## src/rtl/decode_pkg.sv

```systemverilog
// decode_pkg: ISA constants, format classes and the decoded-bundle type shared by the decode stage.
package decode_pkg;
    localparam int PKG_INSTR_W = 32;
    localparam int PKG_OPC_W   = 6;
    localparam int PKG_REG_W   = 5;
    localparam int PKG_ADDR_W  = 8;
    localparam int PKG_IMM_W   = 16;
    localparam int PKG_ALU_LO  = 4;
    localparam int PKG_ALU_HI  = 16;
    localparam int PKG_CNT_W   = 16;
    typedef enum logic [2:0] {
        FMT_LDI = 3'd0,
        FMT_MOV = 3'd1,
        FMT_LD  = 3'd2,
        FMT_ST  = 3'd3,
        FMT_ALU = 3'd4,
        FMT_ILL = 3'd7
    } fmt_e;
    localparam logic [PKG_OPC_W-1:0] OP_LDI = PKG_OPC_W'(0);
    localparam logic [PKG_OPC_W-1:0] OP_MOV = PKG_OPC_W'(1);
    localparam logic [PKG_OPC_W-1:0] OP_LD  = PKG_OPC_W'(2);
    localparam logic [PKG_OPC_W-1:0] OP_ST  = PKG_OPC_W'(3);
    typedef struct packed {
        logic [PKG_OPC_W-1:0]  opcode;
        fmt_e                  fmt;
        logic                  illegal;
        logic [PKG_REG_W-1:0]  rdst2;
        logic [PKG_REG_W-1:0]  rdst1;
        logic [PKG_REG_W-1:0]  rsrc2;
        logic [PKG_REG_W-1:0]  rsrc1;
        logic [PKG_ADDR_W-1:0] src_addr;
        logic [PKG_ADDR_W-1:0] dst_addr;
        logic [PKG_IMM_W-1:0]  imm;
    } dec_s;
endpackage

```

## src/rtl/decode_fields.sv

```systemverilog
// decode_fields: combinational split of one instruction word into a decoded bundle;
// fields a format does not use are forced to zero.
module decode_fields import decode_pkg::*; #(
    parameter int INSTR_W = PKG_INSTR_W,
    parameter int OPC_W   = PKG_OPC_W,
    parameter int REG_W   = PKG_REG_W,
    parameter int ADDR_W  = PKG_ADDR_W,
    parameter int IMM_W   = PKG_IMM_W,
    parameter int ALU_LO  = PKG_ALU_LO,
    parameter int ALU_HI  = PKG_ALU_HI
) (
    input  logic [INSTR_W-1:0] i_instr,
    output dec_s               o_dec
);
    localparam int D = INSTR_W - OPC_W;
    logic [OPC_W-1:0] w_opc;
    logic             w_alu;
    assign w_opc = i_instr[INSTR_W-1 -: OPC_W];
    assign w_alu = (w_opc >= OPC_W'(ALU_LO)) && (w_opc <= OPC_W'(ALU_HI));
    always_comb begin
        o_dec        = '0;
        o_dec.opcode = w_opc;
        if (w_opc == OP_LDI) begin
            o_dec.fmt   = FMT_LDI;
            o_dec.rdst2 = i_instr[D-1 -: REG_W];
            o_dec.imm   = i_instr[IMM_W-1:0];
        end else if (w_opc == OP_MOV) begin
            o_dec.fmt   = FMT_MOV;
            o_dec.rdst2 = i_instr[D-1 -: REG_W];
            o_dec.rsrc2 = i_instr[2*REG_W-1:REG_W];
        end else if (w_opc == OP_LD) begin
            o_dec.fmt      = FMT_LD;
            o_dec.rdst2    = i_instr[D-1 -: REG_W];
            o_dec.src_addr = i_instr[ADDR_W-1:0];
        end else if (w_opc == OP_ST) begin
            o_dec.fmt      = FMT_ST;
            o_dec.dst_addr = i_instr[D-1 -: ADDR_W];
            o_dec.rsrc2    = i_instr[2*REG_W-1:REG_W];
        end else if (w_alu) begin
            o_dec.fmt   = FMT_ALU;
            o_dec.rdst2 = i_instr[D-1 -: REG_W];
            o_dec.rdst1 = i_instr[D-REG_W-1 -: REG_W];
            o_dec.rsrc2 = i_instr[2*REG_W-1:REG_W];
            o_dec.rsrc1 = i_instr[REG_W-1:0];
        end else begin
            o_dec.fmt     = FMT_ILL;
            o_dec.illegal = 1'b1;
        end
    end
endmodule

```

## src/rtl/decode_stage.sv

```systemverilog
// decode_stage: registered decode pipeline stage, main register plus one skid entry,
// valid/ready on both sides, flush, and a saturating count of output handshakes.
module decode_stage import decode_pkg::*; #(
    parameter int INSTR_W = PKG_INSTR_W,
    parameter int OPC_W   = PKG_OPC_W,
    parameter int REG_W   = PKG_REG_W,
    parameter int ADDR_W  = PKG_ADDR_W,
    parameter int IMM_W   = PKG_IMM_W,
    parameter int ALU_LO  = PKG_ALU_LO,
    parameter int ALU_HI  = PKG_ALU_HI,
    parameter int CNT_W   = PKG_CNT_W
) (
    input  logic               clk,
    input  logic               rst,
    input  logic               flush,
    input  logic               in_valid,
    output logic               in_ready,
    input  logic [INSTR_W-1:0] in_instr,
    output logic               out_valid,
    input  logic               out_ready,
    output logic [OPC_W-1:0]   out_opcode,
    output fmt_e               out_fmt,
    output logic               out_illegal,
    output logic [REG_W-1:0]   out_rdst2,
    output logic [REG_W-1:0]   out_rdst1,
    output logic [REG_W-1:0]   out_rsrc2,
    output logic [REG_W-1:0]   out_rsrc1,
    output logic [ADDR_W-1:0]  out_src_addr,
    output logic [ADDR_W-1:0]  out_dst_addr,
    output logic [IMM_W-1:0]   out_imm,
    output logic [CNT_W-1:0]   out_count
);
    dec_s             w_dec;
    dec_s             r_main;
    dec_s             r_skid;
    logic             r_main_v;
    logic             r_skid_v;
    logic             w_acc;
    logic             w_hs;
    logic [CNT_W-1:0] r_count;
    decode_fields #(
        .INSTR_W(INSTR_W), .OPC_W(OPC_W), .REG_W(REG_W), .ADDR_W(ADDR_W),
        .IMM_W(IMM_W), .ALU_LO(ALU_LO), .ALU_HI(ALU_HI)
    ) u_fields (
        .i_instr(in_instr),
        .o_dec  (w_dec)
    );
    assign w_acc = in_valid && !r_skid_v;
    assign w_hs  = r_main_v && out_ready;
    // Skid fills only while main is stalled, so it always drains into main before new input.
    always_ff @(posedge clk or posedge rst) begin
        if (rst) begin
            r_main   <= '0;
            r_skid   <= '0;
            r_main_v <= 1'b0;
            r_skid_v <= 1'b0;
            r_count  <= '0;
        end else if (flush) begin
            r_main_v <= 1'b0;
            r_skid_v <= 1'b0;
        end else begin
            if (w_hs && r_count != '1) r_count <= r_count + 1'b1;
            if (!r_main_v || w_hs) begin
                r_main_v <= r_skid_v || w_acc;
                r_skid_v <= 1'b0;
                if (r_skid_v) r_main <= r_skid;
                else if (w_acc) r_main <= w_dec;
            end else if (w_acc) begin
                r_skid_v <= 1'b1;
                r_skid   <= w_dec;
            end
        end
    end
    assign in_ready     = !r_skid_v;
    assign out_valid    = r_main_v;
    assign out_opcode   = r_main.opcode;
    assign out_fmt      = r_main.fmt;
    assign out_illegal  = r_main.illegal;
    assign out_rdst2    = r_main.rdst2;
    assign out_rdst1    = r_main.rdst1;
    assign out_rsrc2    = r_main.rsrc2;
    assign out_rsrc1    = r_main.rsrc1;
    assign out_src_addr = r_main.src_addr;
    assign out_dst_addr = r_main.dst_addr;
    assign out_imm      = r_main.imm;
    assign out_count    = r_count;
endmodule
```

## config.mk

```make
export PLATFORM = sky130hd
export DESIGN_NAME = decode_stage
export DESIGN_NICKNAME = d
export VERILOG_FILES = /design/src/rtl/decode_pkg.sv /design/src/rtl/decode_fields.sv /design/src/rtl/decode_stage.sv
export SDC_FILE = /design/constraint.sdc
export NUM_CORES = 1
export LEC_CHECK = 0
export CAP_MARGIN = 25
export CORE_UTILIZATION = 50
export CTS_BUF_LIST = sky130_fd_sc_hd__clkbuf_4 sky130_fd_sc_hd__clkbuf_8
export DETAILED_ROUTE_END_ITERATION = 8
export GPL_TIMING_DRIVEN = 0
export PLACE_DENSITY = 0.83
export SKIP_CTS_REPAIR_TIMING = 1
export SLEW_MARGIN = 15
export SYNTH_ARGS = -nofsm -noshare
export SYNTH_HDL_FRONTEND = slang
export SYNTH_SLANG_ARGS = --single-unit
```

## constraint.sdc

```tcl
create_clock -name clk -period 14.4 [get_ports clk]
set_input_delay 2.88 -clock clk [delete_from_list [all_inputs] [get_ports clk]]
set_output_delay 2.88 -clock clk [all_outputs]
set_load 0.03 [all_outputs]
```

==> flow_summary.toml, run 1 <==
[run_status]
status = "finished, final reports clean"

[placement]
place_area_um2 = 7500
routabilityCongestion = 0.824
pre_cts_slack_ns = 9.25
port_buffers = 111
hpwl_um = 11400

[timing]
setup_slack_ns = 9.17
timing.final.crit_share_pct = 36.3
worstMarginPinSlew_ns = 0.679
fin_skew_ns = 0.00910
setup_viol = 0
fin_crit_ns = 5.23
slew_headroom_pct = 54.7
max_freq_ghz = 0.191
fin_hold_ws_ns = 0.492
fin_tns_setup_ns = 0
drv_slew = 0
finalHoldViolations = 0
grt_setup_unrepaired = "false"

[setup_path]
setup.worst_path.class = "flip-flop to output port"
slowest_delay_ns = 0.78
cp_cell_sequence = "inv_1, clkbuf_1, clkdlybuf4s50_1"
cp.required_ns = 11.52
critical-path-slowest-cell = "clkdlybuf4s50_1"
cp_num_buf_inv = 3
cp_max_fo = 10
end_kind = "output port"
crit_arrival_ns = 2.35
crit_path_start_kind = "flip-flop"
crit_family = "buffers and inverters"

[drt]
routed_wl_um = 16900
drcViolationCount = 0
drtIter0Drc = 503
drtPass1Iterations = 5
drt-vias-per-instance = 6.19
detail-route-antenna-nets = 0
wl_per_cell_um = 19.3
num_vias = 5398

[floorplanning]
fp.coreArea_um2 = 12000
die_x_um = 113
start_util_pct = 51.3
die_h_um = 113
dieArea_um2 = 12800
io_pins = 117
rows = 40

[power]
power_density_nw_per_um2 = 135
p_int_mw = 0.769
p_leak_nw = 3.52
p_sw_share_pct = 28.9
seqPwrFrac_pct = 43.9
power_frac_clock_pct = 35.6
p_sw_mw = 0.312
peakVddDrop_v = 0.0000833
combPwrFrac_pct = 20.5

[global_route]
antenna_found_initial = 0
grt_pass1_wl_um = 27200
grt_pass1_vias = 5408
overflow = 0
grt_max_degree = 98
grt_usage_pct = 27.4

[clocking]
numClockSinks = 142
tritoncts = "built"
cts-root-buf = "clkbuf_8"
clock_path_buffers = 2
clk_latency_ns = 0.44
ctsHtreeMaxLevel = 4
path_clk_slew_ns = 0.07
cts-buffers-inserted = 17

[synth]
ys_async_sr_fraction_pct = 100
yosysUniqueCellTypes = 50
yosys.area.top_type = "dfrtp_1"
yosysSeqAreaShare_pct = 57.6
synth_edf_count = 0
syn_nets = 620
synthFlopType = "dfrtp_1"
ys_ff_latch = 142
synth_top_area_share_pct = 57.6
synthCells = 582
yosys-top-cells-area = "dfrtp_1 (58%), a22o_1 (5.1%), a21oi_1 (3.9%), nor2_1 (3.7%), nand2_1 (3.2%)"
synth_area_um2 = 6170
ys.warnings.count = 0
avgSynthCellArea_um2 = 10.6

[min_path]
hold_path.class = "flip-flop to flip-flop"

[final_layout]
areaGrowthSynthToFinish_pct = 29.4
nets = 751
fin_area_um2 = 7980
antenna_cells = 0
layout-drive-gt1-share_pct = 8.28

[flow_run]
cap_violations = 0
stage by stage:
stage	utilization [%]	cells	power, mW
floorplan	-	582	0.600
global placement	62.1	840	0.694
detailed placement	62.4	841	0.702
CTS	66.4	872	1.08
global route	66.4	872	1.12
finish	66.4	872	1.08
power groups by stage:
stage,sequential [mW],clock [mW],combinational (mW)
floorplan,0.535,0,0.0651
global placement,0.479,0,0.215
detailed placement,0.481,0,0.221
CTS,0.474,0.385,0.222
global route,0.480,0.403,0.235
finish,0.474,0.385,0.222
per-layer routing:
layer / routed length (µm) / up-vias / GRT usage (%)
li1: - / 2372 / -
met1: 6990 / 2678 / 36.5
met2: 8220 / 302 / 44.2
met3: 1230 / 46 / 5.84
met4: 418 / 0 / 10.8
met5: 0 / - / 0
cells in the mapped netlist (2+ instances only):
cell	instances
mux2_2	6
a221o_1	15
buf_1	2
nand2b_1	2
o21ai_0	17
nor4_4	2
inv_1	10
o21ai_1	17
mux2i_1	7
nor3_2	3
nand2_1	52
nor2_1	60
nor3b_1	3
and2_1	3
nand3_1	22
clkbuf_1	32
o22ai_1	5
a221oi_1	16
nor3_1	6
nand4_1	7
a211oi_1	5
nor4_1	2
xor2_1	11
and3_1	15
a22o_1	36
a21oi_1	48
buf_2	10
dfrtp_1	142
nor2b_1	2
and4_1	4
registers in the layout (all words and copies together) (netlist names):
register,count
out_opcode,6
out_illegal,1
out_fmt,3
out_count,16
r_skid,62
out_imm,16
out_dst_addr,8
out_rsrc2,5
r_skid_v,1
out_rdst1,5
out_src_addr,8
out_rdst2,5
out_valid,1
out_rsrc1,5
worst paths after layout:
check / start / end / slack [ns] / cells past startpoint
hold reg to reg: r_skid[52] / r_skid[52] / 0.49 / 2
min in group asynchronous: rst / out_rdst2[3] / 2.83 / 2
setup reg to reg: out_valid / r_skid[52] / 12.08 / 5
hold / removal: r_skid[52] / r_skid[52] / 0.49 / 2
setup / recovery: r_skid_v / in_ready / 9.17 / 3
max in group asynchronous: rst / out_src_addr[5] / 10.81 / 3
area by class of cell:
class                      instances  area [µm²]
buffer                            46         196
clock buffer                      20         269
clock inverter                    11         213
fill                             885        4030
inverter                          10        45.0
multi-input combinational        384        2380
sequential                       142        3550
tap                              147         184
timing repair buffer             112        1140
cell usage in the layout (no fill, tap or decap), drive strengths merged, types with 2 or more instances in the layout:
| cell | n |
|---|---|
| a211oi | 5 |
| a21oi | 48 |
| a221o | 15 |
| a221oi | 16 |
| a22o | 36 |
| and2 | 3 |
| and3 | 15 |
| and4 | 4 |
| buf | 15 |
| bufinv | 6 |
| clkbuf | 52 |
| clkdlybuf4s50 | 111 |
| clkinv | 5 |
| dfrtp | 142 |
| inv | 10 |
| mux2 | 7 |
| mux2i | 7 |
| nand2 | 52 |
| nand2b | 2 |
| nand3 | 22 |
| nand4 | 7 |
| nor2 | 60 |
| nor2b | 2 |
| nor3 | 10 |
| nor3b | 4 |
| nor4 | 5 |
| o21ai | 34 |
| o22ai | 5 |
| xor2 | 11 |
tightest hold or removal path, cell delays in order (launching register included):
cell and delay, ns:
dfrtp_1 0.35, nand2_1 0.05, o21ai_0 0.06
logic make-up after synthesis:
logic type               after synthesis  synth area share (%)
flip-flops                           142                  57.6
multiplexers                          14                  2.41
XOR/XNOR                              12                  1.70
buffers and inverters                 56                  3.79
AO/OA/AOI/OAI                        165                  18.4
adder cells (fa/ha/maj)                1                 0.203
AND/OR/NAND/NOR                      192                  15.8
Note: power is estimated with default switching activity, not from simulation.
==> run 2, diff against run 1 <==
CORE_UTILIZATION = 49   (was 50)
PLACE_DENSITY = 0.85   (was 0.83)
clock period = 4.7 ns   (was 14.4 ns; I/O delays follow)
==> run 2 against run 1 <==
  * Via count up 0.19%
  * Global-route usage decreased by 0.19 points
  * Count of clock-buffer cells in the layout increased by 1
  * Die area grew 2.0%
  * Critical path depth did not move
  * Clock power increased to 2.5 times the previous value
  * Sequential power grew to 3.1 times the previous value
  * Worst setup slack worse by 7.7 ns
  * Non-clock buffer count rose by 3
  * Clock skew grew 0.0068 ns
  * Total power rose to 2.9 times the previous value
  * Final area fell by 0.16%
==> flow_summary.toml, run 2 (synthesized netlist as in run 1, its figures left out) <==
[power]
p_leak_nw = 3.48
power_density_nw_per_um2 = 392
peakVddDrop_v = 0.000177

[floorplanning]
fp.coreArea_um2 = 12200
die_h_um = 114
rows = 40
die_x_um = 114
io_pins = 117
start_util_pct = 50.7
dieArea_um2 = 13000

[setup_path]
end_kind = "output port"
cp_num_buf_inv = 3
crit_path_start_kind = "flip-flop"
critical-path-slowest-cell = "clkdlybuf4s50_1"
crit_arrival_ns = 2.28
slowest_delay_ns = 0.77
crit_family = "buffers and inverters"
cp_max_fo = 10
cp_cell_sequence = "inv_1, clkbuf_1, clkdlybuf4s50_1"
cp.required_ns = 3.76
setup.worst_path.class = "flip-flop to output port"

[timing]
drv_slew = 0
setup_viol = 0
finalHoldViolations = 0
timing.final.crit_share_pct = 68.5
max_freq_ghz = 0.310
fin_crit_ns = 3.22
grt_setup_unrepaired = "false"
fin_skew_ns = 0.0159
worstMarginPinSlew_ns = 0.621
slew_headroom_pct = 57.5
fin_tns_setup_ns = 0

[drt]
num_vias = 5408
drcViolationCount = 0
detail-route-antenna-nets = 0
routed_wl_um = 17000
wl_per_cell_um = 19.0
drt-vias-per-instance = 6.04
drtPass1Iterations = 6
drtIter0Drc = 645

[placement]
place_area_um2 = 7570
placed_cells_incl_taps = 865
routabilityCongestion = 0.838
port_buffers = 111
hpwl_um = 12100

[final_layout]
fill_cells = 924
top_register = "r_skid"
antenna_cells = 0
fin_area_um2 = 7970
largest_register_ffs = 62
final_cell_mix = "dfrtp_1 (142), clkdlybuf4s50_1 (111), nor2_1 (60), nand2_1 (52), a21oi_1 (48)"
areaGrowthSynthToFinish_pct = 29.2
seq_area_um2 = 3550
layout-drive-gt1-share_pct = 8.53
nets = 754
layout_commonest_cell = "dfrtp_1"
stdcell_count = 895
multi_input_area_um2 = 2380

[clocking]
tritoncts = "built"
ctsHtreeMaxLevel = 4
path_clk_slew_ns = 0.08
numClockSinks = 142
clock_path_buffers = 2
cts-buffers-inserted = 17
clk_latency_ns = 0.45
cts-root-buf = "clkbuf_8"

[global_route]
overflow = 0
grt_pass1_vias = 5430
grt_usage_pct = 27.2
grt_pass1_wl_um = 27300
grt_max_degree = 37
antenna_found_initial = 0

[run_status]
status = "finished, final reports clean"

[flow_run]
cap_violations = 0

[min_path]
hold_path.class = "flip-flop to flip-flop"
[run 2: metal layers]
metal / wire [µm] / GRT usage (%)
met5: 0 / 0
met4: 476 / 12.2
met3: 1520 / 5.88
met2: 8350 / 43.9
met1: 6630 / 35.5
[run 2: path summary, 6_finish.rpt]
kind,cells past startpoint,endpoint,from,slack [ns]
worst min register to register,2,out_opcode[2],out_opcode[2],0.48
worst min-delay path,2,out_opcode[2],out_opcode[2],0.48
max in group asynchronous,4,out_imm[6],rst,3.17
worst max-delay path,3,in_ready,r_skid_v,1.48
min in group asynchronous,2,out_src_addr[0],rst,0.79
worst max register to register,5,r_skid[52],out_valid,2.41
[run 2: per-stage QoR]
step	power (mW)	setup WS, ns	hold WS [ns]	utilization, %
floorplan	1.84	1.98	0.445	-
global placement	2.13	0.890	0.461	61.6
detailed placement	2.16	1.46	0.474	62.3
CTS	3.13	1.51	0.488	65.5
global route	3.24	1.41	0.514	65.5
finish	3.12	1.48	0.484	65.5
[run 2: final cells by class]
cell class	instances	area share (%)
Sequential cell	142	44.6
Clock buffer	21	3.55
Inverter	10	0.518
Buffer	46	2.47
Multi-Input combinational cell	384	29.9
Clock inverter	9	1.40
Tap cell	168	2.64
Timing Repair Buffer	115	15.0
[run 2: worst min-delay path: cells and delay by family (launching register included)]
kind | cells | cell delay [ns]
DFF | 1 | 0.34
and+or+nand+nor | 1 | 0.05
AOI/OAI and AO/OA | 1 | 0.06
[run 2: power by group]
| part | internal [mW] | switching, mW | leakage, nW | total, mW |
|---|---|---|---|---|
| clock network | 0.514 | 0.467 | 0.186 | 0.981 |
| logic | 0.287 | 0.401 | 1.45 | 0.687 |
| registers | 1.36 | 0.0957 | 1.85 | 1.45 |
